## config.mk

```make
export PLATFORM = sky130hd
export DESIGN_NAME = uart_rx_flat
export DESIGN_NICKNAME = d
export VERILOG_FILES = /design/src/rtl/uart_rx_if.sv /design/src/rtl/uart_rx.sv /design/src/flat_wrapper.sv
export SDC_FILE = /design/constraint.sdc
export NUM_CORES = 1
export LEC_CHECK = 0
export ABC_AREA = 1
export CAP_MARGIN = 10
export CORE_UTILIZATION = 30
export DETAILED_ROUTE_END_ITERATION = 10
export HOLD_SLACK_MARGIN = 0.03
export PLACE_DENSITY = 0.48
export SYNTH_ARGS = -nofsm -noshare
export SYNTH_HDL_FRONTEND = slang
export SYNTH_SLANG_ARGS = --single-unit
```

## constraint.sdc

```tcl
create_clock -name clk -period 1.34 [get_ports clk]
set_input_delay 0.201 -clock clk [delete_from_list [all_inputs] [get_ports clk]]
set_output_delay 0.201 -clock clk [all_outputs]
set_load 0.1 [all_outputs]
```

## src/rtl/uart_rx_if.sv

```systemverilog
// ---------------------------------------------------------------------------
// uart_rx_if -- receive-side byte bus of the UART receiver.
//
// Signals
//   uart_data_vld : one-cycle strobe, a freshly received byte is on uart_data
//   uart_data     : last correctly received byte, held until the next one
//   frame_err     : one-cycle strobe, the stop bit was sampled low
//
// Modports
//   master : the receiver that produces the bus (uart_rx)
//   slave  : the downstream consumer (command decoder, testbench)
//
// There is no back-pressure: the consumer takes uart_data on the strobe cycle.
// ---------------------------------------------------------------------------
interface uart_rx_if;

    logic       uart_data_vld;
    logic [7:0] uart_data;
    logic       frame_err;

    modport master (
        output uart_data_vld,
        output uart_data,
        output frame_err
    );

    modport slave (
        input uart_data_vld,
        input uart_data,
        input frame_err
    );

endinterface : uart_rx_if

```

## src/rtl/uart_rx.sv

```systemverilog
// ---------------------------------------------------------------------------
// uart_rx -- 8N1 asynchronous serial receiver, LSB first, idle-high line.
//
// Parameters
//   CLK_FREQ  : system clock frequency in Hz
//   BAUD_RATE : serial bit rate in bit/s
//
// Ports
//   clk      : system clock, all state changes on its rising edge
//   rst_n    : asynchronous active-low reset
//   rs232_rx : asynchronous serial input line
//   rx_if    : uart_rx_if.master -- uart_data_vld / uart_data / frame_err
//
// Operation
//   The line is synchronised through two flops and a third stage provides a
//   falling-edge detector. A start edge seen in IDLE launches a free-running
//   baud counter; every decision (start check, each data bit, stop bit) is
//   taken when the counter hits the middle of a bit period. A good stop bit
//   publishes the byte and returns to IDLE half-way through the stop bit, so
//   back-to-back frames are never missed. A low stop bit flags frame_err and
//   waits in ERR_WAIT until the line is released (break tolerance).
// ---------------------------------------------------------------------------
module uart_rx #(
    parameter int CLK_FREQ  = 50_000_000,
    parameter int BAUD_RATE = 9600
) (
    input  logic      clk,
    input  logic      rst_n,
    input  logic      rs232_rx,
    uart_rx_if.master rx_if
);

    // -----------------------------------------------------------------------
    // Baud timing constants
    // -----------------------------------------------------------------------
    localparam int BAUD_CNT_END = CLK_FREQ / BAUD_RATE;
    localparam int BAUD_CNT_MID = BAUD_CNT_END / 2;
    // Smallest width that can hold BAUD_CNT_END-1.
    localparam int CNT_W        = (BAUD_CNT_END > 1) ? $clog2(BAUD_CNT_END) : 1;

    localparam logic [CNT_W-1:0] CNT_LAST = CNT_W'(BAUD_CNT_END - 1);
    localparam logic [CNT_W-1:0] CNT_MID  = CNT_W'(BAUD_CNT_MID);

    typedef enum logic [2:0] {
        IDLE,
        START,
        DATA,
        STOP,
        ERR_WAIT
    } state_t;

    state_t state;
    state_t state_next;

    // Synchroniser / edge-detector stages
    logic rx_s1;
    logic rx_s2;
    logic rx_s3;
    logic fall_edge;

    // Datapath
    logic [CNT_W-1:0] baud_cnt;
    logic             mid_hit;
    logic [2:0]       bit_idx;
    logic [7:0]       shift_reg;
    logic [7:0]       data_q;
    logic             vld_q;
    logic             err_q;

    // Control decoded from the current state
    logic cnt_run;
    logic enter_data;
    logic sample_bit;
    logic load_byte;
    logic flag_err;

    // -----------------------------------------------------------------------
    // Input synchroniser and falling-edge detector. All stages reset to the
    // idle line level so that reset release never fakes a start edge.
    // -----------------------------------------------------------------------
    // NOTE: sequential state is written with non-blocking assignments so every
    // flop samples the pre-edge value of its neighbours; blocking assignments
    // here would collapse the three-stage chain into a single flop.
    always_ff @(posedge clk or negedge rst_n) begin
        if (!rst_n) begin
            rx_s1 <= 1'b1;
            rx_s2 <= 1'b1;
            rx_s3 <= 1'b1;
        end else begin
            rx_s1 <= rs232_rx;
            rx_s2 <= rx_s1;
            rx_s3 <= rx_s2;
        end
    end

    assign fall_edge = rx_s3 & ~rx_s2;
    assign mid_hit   = (baud_cnt == CNT_MID);

    // -----------------------------------------------------------------------
    // FSM process 1: state register
    // -----------------------------------------------------------------------
    always_ff @(posedge clk or negedge rst_n) begin
        if (!rst_n) begin
            state <= IDLE;
        end else begin
            state <= state_next;
        end
    end

    // -----------------------------------------------------------------------
    // FSM process 2: next-state logic. Edges only matter in IDLE; in every
    // other state the line is looked at only at mid-bit (or, in ERR_WAIT,
    // for the released level).
    // -----------------------------------------------------------------------
    // NOTE: the default assignment at the top of each always_comb gives every
    // path a value, which is what keeps these blocks from inferring latches.
    always_comb begin
        state_next = state;
        case (state)
            IDLE: begin
                if (fall_edge) begin
                    state_next = START;
                end
            end
            START: begin
                // A line already high again at mid-start-bit was a glitch.
                if (mid_hit) begin
                    state_next = rx_s2 ? IDLE : DATA;
                end
            end
            DATA: begin
                if (mid_hit && (bit_idx == 3'd7)) begin
                    state_next = STOP;
                end
            end
            STOP: begin
                // Leave at mid-stop-bit so the next start edge is caught even
                // with zero idle time between frames.
                if (mid_hit) begin
                    state_next = rx_s2 ? IDLE : ERR_WAIT;
                end
            end
            ERR_WAIT: begin
                // Stay put through a break until the line is released.
                if (rx_s2) begin
                    state_next = IDLE;
                end
            end
            default: begin
                state_next = IDLE;
            end
        endcase
    end

    // -----------------------------------------------------------------------
    // FSM process 3: control outputs decoded from the current state
    // -----------------------------------------------------------------------
    always_comb begin
        cnt_run    = 1'b0;
        enter_data = 1'b0;
        sample_bit = 1'b0;
        load_byte  = 1'b0;
        flag_err   = 1'b0;
        case (state)
            START: begin
                cnt_run    = 1'b1;
                enter_data = mid_hit & ~rx_s2;
            end
            DATA: begin
                cnt_run    = 1'b1;
                sample_bit = mid_hit;
            end
            STOP: begin
                cnt_run    = 1'b1;
                load_byte  = mid_hit &  rx_s2;
                flag_err   = mid_hit & ~rx_s2;
            end
            default: begin
                cnt_run    = 1'b0;
            end
        endcase
    end

    // -----------------------------------------------------------------------
    // Baud counter: free-running 0..END-1 across START/DATA/STOP, held at 0
    // otherwise. Holding it at 0 in IDLE is what clears it on the start edge.
    // -----------------------------------------------------------------------
    always_ff @(posedge clk or negedge rst_n) begin
        if (!rst_n) begin
            baud_cnt <= '0;
        end else if (!cnt_run || (baud_cnt == CNT_LAST)) begin
            baud_cnt <= '0;
        end else begin
            baud_cnt <= baud_cnt + 1'b1;
        end
    end

    // -----------------------------------------------------------------------
    // Bit index and shift register. Bits arrive LSB first, so each sample is
    // shifted in from the top and bit 0 ends up in shift_reg[0].
    // -----------------------------------------------------------------------
    always_ff @(posedge clk or negedge rst_n) begin
        if (!rst_n) begin
            bit_idx   <= 3'd0;
            shift_reg <= 8'h00;
        end else begin
            if (enter_data) begin
                bit_idx <= 3'd0;
            end else if (sample_bit) begin
                bit_idx <= bit_idx + 3'd1;
            end
            if (sample_bit) begin
                shift_reg <= {rx_s2, shift_reg[7:1]};
            end
        end
    end

    // -----------------------------------------------------------------------
    // Registered outputs. uart_data only changes on a good frame; both
    // strobes come from single-cycle mid-stop-bit conditions, so they are
    // mutually exclusive and never last longer than one clock.
    // -----------------------------------------------------------------------
    always_ff @(posedge clk or negedge rst_n) begin
        if (!rst_n) begin
            data_q <= 8'h00;
            vld_q  <= 1'b0;
            err_q  <= 1'b0;
        end else begin
            vld_q <= load_byte;
            err_q <= flag_err;
            if (load_byte) begin
                data_q <= shift_reg;
            end
        end
    end

    assign rx_if.uart_data_vld = vld_q;
    assign rx_if.uart_data     = data_q;
    assign rx_if.frame_err     = err_q;

endmodule : uart_rx

```

## src/flat_wrapper.sv

```systemverilog
// flat-port wrapper written by rule: the top's interface ports become plain ports
module uart_rx_flat 
#(
    parameter int CLK_FREQ  = 50_000_000,
    parameter int BAUD_RATE = 9600
)
  (clk, rst_n, rs232_rx, rx_if_uart_data_vld, rx_if_uart_data, rx_if_frame_err);
  uart_rx_if rx_if_i ();
  input  logic clk;
  input  logic rst_n;
  input  logic rs232_rx;
  output wire logic [$bits(rx_if_i.uart_data_vld)-1:0] rx_if_uart_data_vld;
  output wire logic [$bits(rx_if_i.uart_data)-1:0] rx_if_uart_data;
  output wire logic [$bits(rx_if_i.frame_err)-1:0] rx_if_frame_err;
  assign rx_if_uart_data_vld = rx_if_i.uart_data_vld;
  assign rx_if_uart_data = rx_if_i.uart_data;
  assign rx_if_frame_err = rx_if_i.frame_err;
  uart_rx #(.CLK_FREQ(CLK_FREQ), .BAUD_RATE(BAUD_RATE)) u_core (.clk(clk), .rst_n(rst_n), .rs232_rx(rs232_rx), .rx_if(rx_if_i));
endmodule
```

==> reports/results.ini, run 1 <==
[run_status]
status=complete, but fails checks
violations=setup timing

[power]
power_density_mw_per_mm2=1220
fin_total_pwr_mw=3.56
p_leak_nw=1.36
peakVddDrop_mv=0.859

[placement]
hpwl_um=3120
place_congestion=0.774
post_dp_cell_area_mm2=0.00250
dp_slack_ns=-0.182
port_buffers=12
place_inst=355

[global_route]
grt_pass1_vias=1708
grt_pass1_wl_um=7870
grt_usage_pct=14.3
gr-total-overflow=0
antenna_found_initial=0
grt_start_max_net_pins=17

[final_layout]
diodes=0
area_growth_pct=44.8
layout-drive-gt1-share_pct=38.3
final_cell_mix=nand2_1, buf_4, dfrtp_1, nor2_1, inv_1
nets=306
fin_area_mm2=0.00291
largest_register_ffs=13
layout_commonest_cell=nand2_1
stdcell_count=377

[synthesis]
syn-cell-area_mm2=0.00201
ys_ff_latch=40
seq_area_frac_synth_pct=50.0
synthDistinctLibCells=24
syn_nets=250
ys_warn_count=0
syn_inst=243
avgSynthCellArea_um2=8.27

[drt]
routed_wl_um=4680
drt_iter0_markers=149
wire_per_inst_um=12.4
vias=1750
routed_via_density=4.64
drc=0
drt_pre_antenna_iters=4
postRouteAntennaNets=0

[die]
core_area_mm2=0.00642
rows=29
initial_core_util_pct=31.3
die_area_mm2=0.00703
die_h_um=83.9
die_w_um=83.9
io_pins=13

[timing]
max-slew-margin-rel_pct=76.9
rsz0062_at_grt=yes
fmax_mhz=713
slew_viol_final=0
clock-skew-final_ns=0.0100
worst_slew_pin_slew_ns=0.347
fin_crit_sh_pct=105
finalSetupViolations=20
finalCriticalPeriod_ns=1.40
fin_ws_ns=-0.0624
hold_viol=0
fin_setup_tns_ns=-0.673

[clock_network]
htree_levels=2
clock-root-buffer=clkbuf_8
insertion_delay_ns=0.30
cts_buffers=5
clock_sinks=40
clk_pin_slew_ns=0.08
cts_buffer_depth=2
tritoncts=yes

[setup_path]
rr_worst_depth=8
crit_fanout=8
reg2reg_slack_ns=-0.06
crit_type=flip-flop to flip-flop
arrival_ns=1.65
cp-start-kind=flip-flop
end_kind=flip-flop
worstPathRequired_ns=1.58

[hold_path]
hold_depth=1
hold_path.class=input port to flip-flop

[job]
cap_viol_max_count=0

==> worst paths after layout <==
path,start,end
max,u_core.baud_cnt[0],u_core.rx_if.uart_data[6]
min,rs232_rx,u_core.rx_s1
max reg2reg,u_core.baud_cnt[0],u_core.rx_if.uart_data[6]
min reg2reg,u_core.rx_s1,u_core.rx_s2
max in group asynchronous,rst_n,u_core.rx_if.frame_err
min in group asynchronous,rst_n,u_core.baud_cnt[5]
==> per-stage QoR <==
| step | utilization, % | hold WS (ns) |
|---|---|---|
| floorplan | - | -0.0946 |
| global placement | 38.9 | 0.131 |
| detailed placement | 38.9 | 0.134 |
| CTS | 42.3 | 0.303 |
| global route | 45.3 | 0.312 |
| finish | 45.3 | 0.309 |
==> critical path, stage by stage (launching register included) <==
cell and delay [ns]:
dfrtp_1 0.42, inv_2 0.08, ha_4 0.15, nand2_2 0.06
nor3_4 0.18, buf_6 0.16, buf_6 0.12, nand4_1 0.09
nand2_1 0.08
==> routing by layer <==
metal	wire [um]	global-route usage, %	up-vias
li1	-	-	893
met1	2270	19.5	833
met2	2220	21.5	18
met3	112	3.96	6
met4	74	5.64	0
met5	0	0	-
==> area by class of cell <==
class / count / area (um2)
Sequential cell: 40 / 1010
Tap cell: 77 / 96.3
Fill cell: 606 / 3510
Inverter: 22 / 82.6
Clock inverter: 3 / 42.5
Timing Repair Buffer: 52 / 537
Clock buffer: 5 / 68.8
Multi-Input combinational cell: 178 / 1080
==> repair_timing <==
action,4_1_cts,5_1_grt
gates resized for setup,17,37
endpoints found under the hold margin,11,0
gates cloned,2,2
setup endpoints to repair,28,37
hold buffers,1,0
buffers inserted,3,6
pin swaps,8,20
==> cells in the mapped netlist <==
master,count,share of area [%]
nand2_1,68,13
nor2_1,41,7.7
dfrtp_1,37,46
inv_1,19,3.5
nand4_1,14,4.4
nand3_1,13,3.2
nor3_1,11,2.7
xor2_1,7,3.0
ha_1,4,2.5
nor2_2,4,1.2
dfstp_2,3,3.9
o21ai_0,3,0.75
buf_2,2,0.50
buf_4,2,0.75
buf_6,2,1.1
inv_2,2,0.37
nand2_2,2,0.62
nand3_4,2,1.7
nor2_4,2,1.1
a21oi_1,1,0.25
clkinv_1,1,0.19
nand3b_1,1,0.37
nor3_4,1,0.81
xnor2_1,1,0.44
==> kinds of logic (layout without fill, tap and decap cells) <==
family | after synthesis | after routing | synth area share (%)
AO/OA/AOI/OAI | 4 | 4 | 0.995
XOR/XNOR | 8 | 8 | 3.48
adder cells (fa/ha/maj) | 4 | 4 | 2.49
buffers and inverters | 28 | 82 | 6.47
flip-flops | 40 | 40 | 50.0
AND/OR/NAND/NOR | 159 | 162 | 36.6
==> report_power, final <==
| group | internal (mW) | total [mW] | switching, mW |
|---|---|---|---|
| registers | 1.30 | 1.41 | 0.107 |
| logic | 0.503 | 1.16 | 0.652 |
| clock network | 0.551 | 0.995 | 0.444 |
Power figures use the tool's default switching activity.
==> run 2: changes to the inputs <==
CAP_MARGIN = 20   (was 10)
==> results of run 2 <==
Same layout as run 1: the final DEF is identical, and so are final timing and power.
==> run 3: changes to the inputs <==
CTS_BUF_LIST = sky130_fd_sc_hd__clkbuf_8   (was not set)
==> results of run 3 <==
Same layout as run 1: the final DEF is identical, and so are final timing and power.
